File: src/rtl/down_counter_pkg.sv
// Shared definitions for the down_counter slice: default width, IDLE/RUN
// state encoding (also used by the up-counter bench) and the all-zero count.
package down_counter_pkg;

  localparam int CNT_W = 6;

  typedef enum logic [0:0] {
    ST_IDLE = 1'b0,
    ST_RUN  = 1'b1
  } cnt_state_e;

  localparam logic [CNT_W-1:0] CNT_ZERO = {CNT_W{1'b0}};

endpackage

File: src/rtl/down_counter_if.sv
// Control/status bundle of the down_counter: load/enable/value in, count and
// zero/terminal-count flags out.
interface down_counter_if
  import down_counter_pkg::*;
#(
  parameter int WIDTH = CNT_W
);

  logic             load;
  logic [WIDTH-1:0] D;
  logic             en;
  logic [WIDTH-1:0] Q;
  logic             zero;
  logic             tc;

  modport master (
    output load, D, en,
    input  Q, zero, tc
  );

  modport slave (
    input  load, D, en,
    output Q, zero, tc
  );

endinterface

File: src/rtl/down_counter_dec_cell.sv
// dec_cell: one-bit half-subtractor, chained to form the borrow-ripple
// decrementer of the down_counter.
module dec_cell (
  input  logic q,
  input  logic bin,
  output logic d,
  output logic bout
);

  assign d    = q ^ bin;
  assign bout = ~q & bin;

endmodule

File: src/rtl/down_counter.sv
// down_counter: loadable down-counter with registered terminal-count pulse.
// Optional periodic reload is enabled by defining DOWN_COUNTER_RELOAD_EN.
module down_counter
  import down_counter_pkg::*;
#(
  parameter int WIDTH = CNT_W
) (
  input  logic          clk,
  input  logic          rst,
  down_counter_if.slave bus
);

  logic [WIDTH-1:0] q_r;
  logic             tc_r;
  logic [WIDTH-1:0] dec_s;
  logic [WIDTH:0]   borrow_s;
  logic [WIDTH-1:0] q_nxt_s;
  logic             tc_nxt_s;
  logic             zero_s;
  logic             at_one_s;
  cnt_state_e       state_s;
`ifdef DOWN_COUNTER_RELOAD_EN
  logic [WIDTH-1:0] reload_r;
`endif

  assign borrow_s[0] = 1'b1;

  genvar i;
  generate
    for (i = 0; i < WIDTH; i++) begin : g_dec
      dec_cell u_cell (
        .q    (q_r[i]),
        .bin  (borrow_s[i]),
        .d    (dec_s[i]),
        .bout (borrow_s[i+1])
      );
    end
  endgenerate

  // Decrementing zero is the only case that borrows out of the MSB.
  assign zero_s   = borrow_s[WIDTH];
  assign at_one_s = (q_r == {{(WIDTH-1){1'b0}}, 1'b1});

  // State is a pure function of the count.
  always_comb begin
    if (zero_s) begin
      state_s = ST_IDLE;
    end else begin
      state_s = ST_RUN;
    end
  end

  // Load has priority over enable; the last step from 1 to 0 raises tc.
  always_comb begin
    q_nxt_s  = q_r;
    tc_nxt_s = 1'b0;
    if (bus.load) begin
      q_nxt_s = bus.D;
    end else if (bus.en) begin
      if (state_s == ST_RUN) begin
        q_nxt_s  = dec_s;
        tc_nxt_s = at_one_s;
      end else begin
`ifdef DOWN_COUNTER_RELOAD_EN
        q_nxt_s = reload_r;
`else
        q_nxt_s = q_r;
`endif
      end
    end else begin
      q_nxt_s = q_r;
    end
  end

  // Count and terminal-count flops.
  always_ff @(posedge clk or posedge rst) begin
    if (rst) begin
      q_r  <= WIDTH'(CNT_ZERO);
      tc_r <= 1'b0;
    end else begin
      q_r  <= q_nxt_s;
      tc_r <= tc_nxt_s;
    end
  end

`ifdef DOWN_COUNTER_RELOAD_EN
  // Reload value tracks every loaded start value.
  always_ff @(posedge clk or posedge rst) begin
    if (rst) begin
      reload_r <= WIDTH'(CNT_ZERO);
    end else if (bus.load) begin
      reload_r <= bus.D;
    end else begin
      reload_r <= reload_r;
    end
  end
`endif

  assign bus.Q    = q_r;
  assign bus.zero = zero_s;
  assign bus.tc   = tc_r;

endmodule

File: src/flat_wrapper.sv
// flat-port wrapper written by rule: the top's interface ports become plain ports
module down_counter_flat import down_counter_pkg::*;
#(
  parameter int WIDTH = CNT_W
)
  (clk, rst, bus_load, bus_D, bus_en, bus_Q, bus_zero, bus_tc);
  down_counter_if #(.WIDTH(WIDTH)) bus_i ();
  input  logic clk;
  input  logic rst;
  input wire logic [$bits(bus_i.load)-1:0] bus_load;
  input wire logic [$bits(bus_i.D)-1:0] bus_D;
  input wire logic [$bits(bus_i.en)-1:0] bus_en;
  output wire logic [$bits(bus_i.Q)-1:0] bus_Q;
  output wire logic [$bits(bus_i.zero)-1:0] bus_zero;
  output wire logic [$bits(bus_i.tc)-1:0] bus_tc;
  assign bus_i.load = bus_load;
  assign bus_i.D = bus_D;
  assign bus_i.en = bus_en;
  assign bus_Q = bus_i.Q;
  assign bus_zero = bus_i.zero;
  assign bus_tc = bus_i.tc;
  down_counter #(.WIDTH(WIDTH)) u_core (.clk(clk), .rst(rst), .bus(bus_i));
endmodule
File: config.mk
export PLATFORM = sky130hd
export DESIGN_NAME = down_counter_flat
export DESIGN_NICKNAME = d
export VERILOG_FILES = /design/src/rtl/down_counter_pkg.sv /design/src/rtl/down_counter_if.sv /design/src/rtl/down_counter_dec_cell.sv /design/src/rtl/down_counter.sv /design/src/flat_wrapper.sv
export SDC_FILE = /design/constraint.sdc
export NUM_CORES = 1
export LEC_CHECK = 0
export CORE_AREA = 2 2 39 41
export CTS_CLUSTER_SIZE = 40
export DETAILED_ROUTE_END_ITERATION = 6
export DIE_AREA = 0 0 41 43
export GPL_ROUTABILITY_DRIVEN = 0
export PLACE_DENSITY = 0.81
export SYNTH_ARGS = -nofsm -noshare
export SYNTH_HDL_FRONTEND = slang
export SYNTH_SLANG_ARGS = --single-unit
File: constraint.sdc
create_clock -name clk -period 2.6 [get_ports clk]
set_input_delay 0.78 -clock clk [delete_from_list [all_inputs] [get_ports clk]]
set_output_delay 0.78 -clock clk [all_outputs]
set_load 0.03 [all_outputs]
==> flow_metrics.env <==
export IMPL_ir_drop_uv=238
export IMPL_clock_fmax_mhz=396
export IMPL_ys_seq_area_frac=0.320
export IMPL_clkTransAtPathRegs_ns=0.06
export IMPL_grt_max_degree=20
export IMPL_io_pins=18
export IMPL_crit_required_ns=1.82
export IMPL_comb_power_share=0.396
export IMPL_synth_mux_area_frac=0
export IMPL_grt_util_all_layers=0.147
export IMPL_row_count=14
export IMPL_path_delay_family="adder cells"
export IMPL_crit_path_frequent_cell="ha_1"
export IMPL_synth_xor_area_share=0
export IMPL_power_density_nw_per_um2=544
export IMPL_slowest_delay_ns=0.36
export IMPL_hold_path_class="register to register"
export IMPL_antenna_found_initial=0
export IMPL_netlist_instances=49
export IMPL_tightest_slew_ns=0.296
export IMPL_drtIter0Drc=5
export IMPL_die_w_um=41
export IMPL_yosys_warnings=0
export IMPL_worst_path_max_fanout=2
export IMPL_drc=0
export IMPL_cap_violations=0
export IMPL_finalCriticalPeriod_ns=2.53
export IMPL_finalSetupTns_ns=0
export IMPL_leakage_nw=0.323
export IMPL_clkLatencyLatePin_ns=0.26
export IMPL_synth_fa_ha_area_frac=0.137
export IMPL_hold_viol=0
export IMPL_critPathBufInv=2
export IMPL_clockBufferDepth=2
export IMPL_hold_ws_ns=0.638
export IMPL_slowest_stage="dfrtp_1"
export IMPL_status="finished, final reports clean"
export IMPL_dp_slack_ns=0.262
export IMPL_synth_distinct_cells=13
export IMPL_dp_hpwl_um=769
export IMPL_initial_utilization=0.395
export IMPL_dieHeight_um=43
export IMPL_drt_wirelength_per_cell_um=13.1
export IMPL_multi_input_area_um2=277
export IMPL_synth_simple_area_share=0.254
export IMPL_netSwitchingPower_mw=0.134
export IMPL_synth_compound_area_share=0.110
export IMPL_diodes=0
export IMPL_worst_clock_skew_ns=0.00420
export IMPL_drive_above_1_share=0.197
export IMPL_finalSetupViolations=0
export IMPL_drv_slew=0
export IMPL_overflow=0
export IMPL_synth_top_family_by_area="simple AND/OR/NAND/NOR gates"
export IMPL_numPortBuffers=17
export IMPL_setup_worst_path_end_class="primary output"
export IMPL_fillCellCount=140
export IMPL_fin_ws_ns=0.0719
export IMPL_vias_per_cell=5.26
export IMPL_cts_sinks=7
export IMPL_p_int_mw=0.261
export IMPL_core_area_um2=1380
export IMPL_totalWireLength_mm=1.08
export IMPL_layout_commonest_cell="clkdlybuf4s50_1"
export IMPL_area_growth_pct=32.7
export IMPL_regArea_um2=175
export IMPL_grt_pass1_wl_mm=1.64
export IMPL_grt_pass1_vias=394
export IMPL_dr_pass1_iters=4
export IMPL_period_share=0.972
export IMPL_synth_nets=65
export IMPL_via_count=431
export IMPL_cts_made_buffers=3
export IMPL_p_seq_frac=0.340
export IMPL_cts_root_buf="clkbuf_4"
export IMPL_clock_power_share=0.264
export IMPL_synth_area_um2=547
export IMPL_cts_tree="done"
export IMPL_syn_avg_cell_area_um2=11.2
export IMPL_hold_buffers=0
export IMPL_worstPathArrival_ns=1.75
export IMPL_start_kind="register"
export IMPL_nets=83
export IMPL_postSynthRegisterBits=7
export IMPL_max_slew_margin=0.800
export IMPL_antenna_left=0
export IMPL_crit_path_cell_trace="inv_1 > ha_1 > ha_1 > ha_1 > ha_1 > ha_2 > buf_6"
export IMPL_die_area_um2=1760
export IMPL_p_sw_frac=0.339
export IMPL_htree_levels=1
export IMPL_grt_setup_unrepaired="false"
export IMPL_worstSetupPathType="register to primary output"
export IMPL_layout_common_cells="16 x clkdlybuf4s50_1, 7 x inv_1, 7 x dfrtp_1, 6 x nor2b_1, 6 x a221o_1"
[stage by stage]
stage               instance area (um2)  utilization  total power, mW  cells
floorplan                           547            -            0.249     49
global placement                    678        0.490            0.281     76
detailed placement                  678        0.490            0.286     76
CTS                                 719        0.520            0.396     82
global route                        726        0.524            0.420     82
finish                              726        0.524            0.395     82
[final cells by class]
cell class | instances | share of cell area
clock buffer | 4 | 0.0362
inverter | 7 | 0.0362
multi-input combinational | 27 | 0.381
sequential | 7 | 0.241
tap | 16 | 0.0276
timing repair buffer | 21 | 0.278
[final timing paths]
path | start | end | slack (ns) | cells past startpoint
worst max-delay path | u_core.bus.Q[1] | bus_zero | 0.07 | 7
worst min-delay path | u_core.bus.Q[2] | u_core.bus.tc | 0.64 | 2
worst max register to register | u_core.bus.Q[1] | u_core.bus.Q[3] | 0.47 | 9
worst min register to register | u_core.bus.Q[2] | u_core.bus.tc | 0.64 | 2
max in group asynchronous | rst | u_core.bus.Q[5] | 1.62 | 2
min in group asynchronous | rst | u_core.bus.tc | 0.76 | 2
[per-layer routing]
metal / share of wire / wire length, um / track usage
met3: 0.089 / 96 / 0.0157
met4: 0.041 / 44 / 0.160
met2: 0.46 / 491 / 0.188
met1: 0.41 / 442 / 0.190
met5: 0 / 0 / 0
[power groups by stage]
stage / logic [mW] / registers [mW] / clock network [mW]
floorplan: 0.115 / 0.134 / 0
global placement: 0.145 / 0.137 / 0
detailed placement: 0.148 / 0.138 / 0
CTS: 0.157 / 0.134 / 0.105
global route: 0.173 / 0.136 / 0.111
finish: 0.156 / 0.134 / 0.104
[logic make-up after synthesis]
| logic type | Yosys count |
|---|---|
| AOI/OAI and AO/OA | 6 |
| adders and majority gates | 6 |
| buffers and inverters | 15 |
| DFF | 7 |
| and+or+nand+nor | 15 |
[tightest hold or removal path: cells and delay by family, from the launching register on]
kind	cells	cell delay, ns
buf+inv	1	0.06
flops	1	0.37
simple gates	1	0.17
[registers in the layout (all words and copies together), names as in the netlist]
signal and cells:
u_core.bus.Q 6, u_core.bus.tc 1
[cells in the mapped netlist (all sizes together)]
library cell	n	area share
nor4b	6	0.13
buf	8	0.13
nand2b	1	0.025
a221o	6	0.11
dfrtp	7	0.32
ha	6	0.14
inv	7	0.048
nor2b	6	0.069
nor4	1	0.011
and4b	1	0.018
[repair_timing]
| action | CTS | global route |
|---|---|---|
| endpoints found under the setup margin | 1 | 1 |
| cloned | 0 | 0 |
| gates resized for setup | 0 | 2 |
| buffers inserted | 2 | 0 |
(Power assumes the default switching activity.)
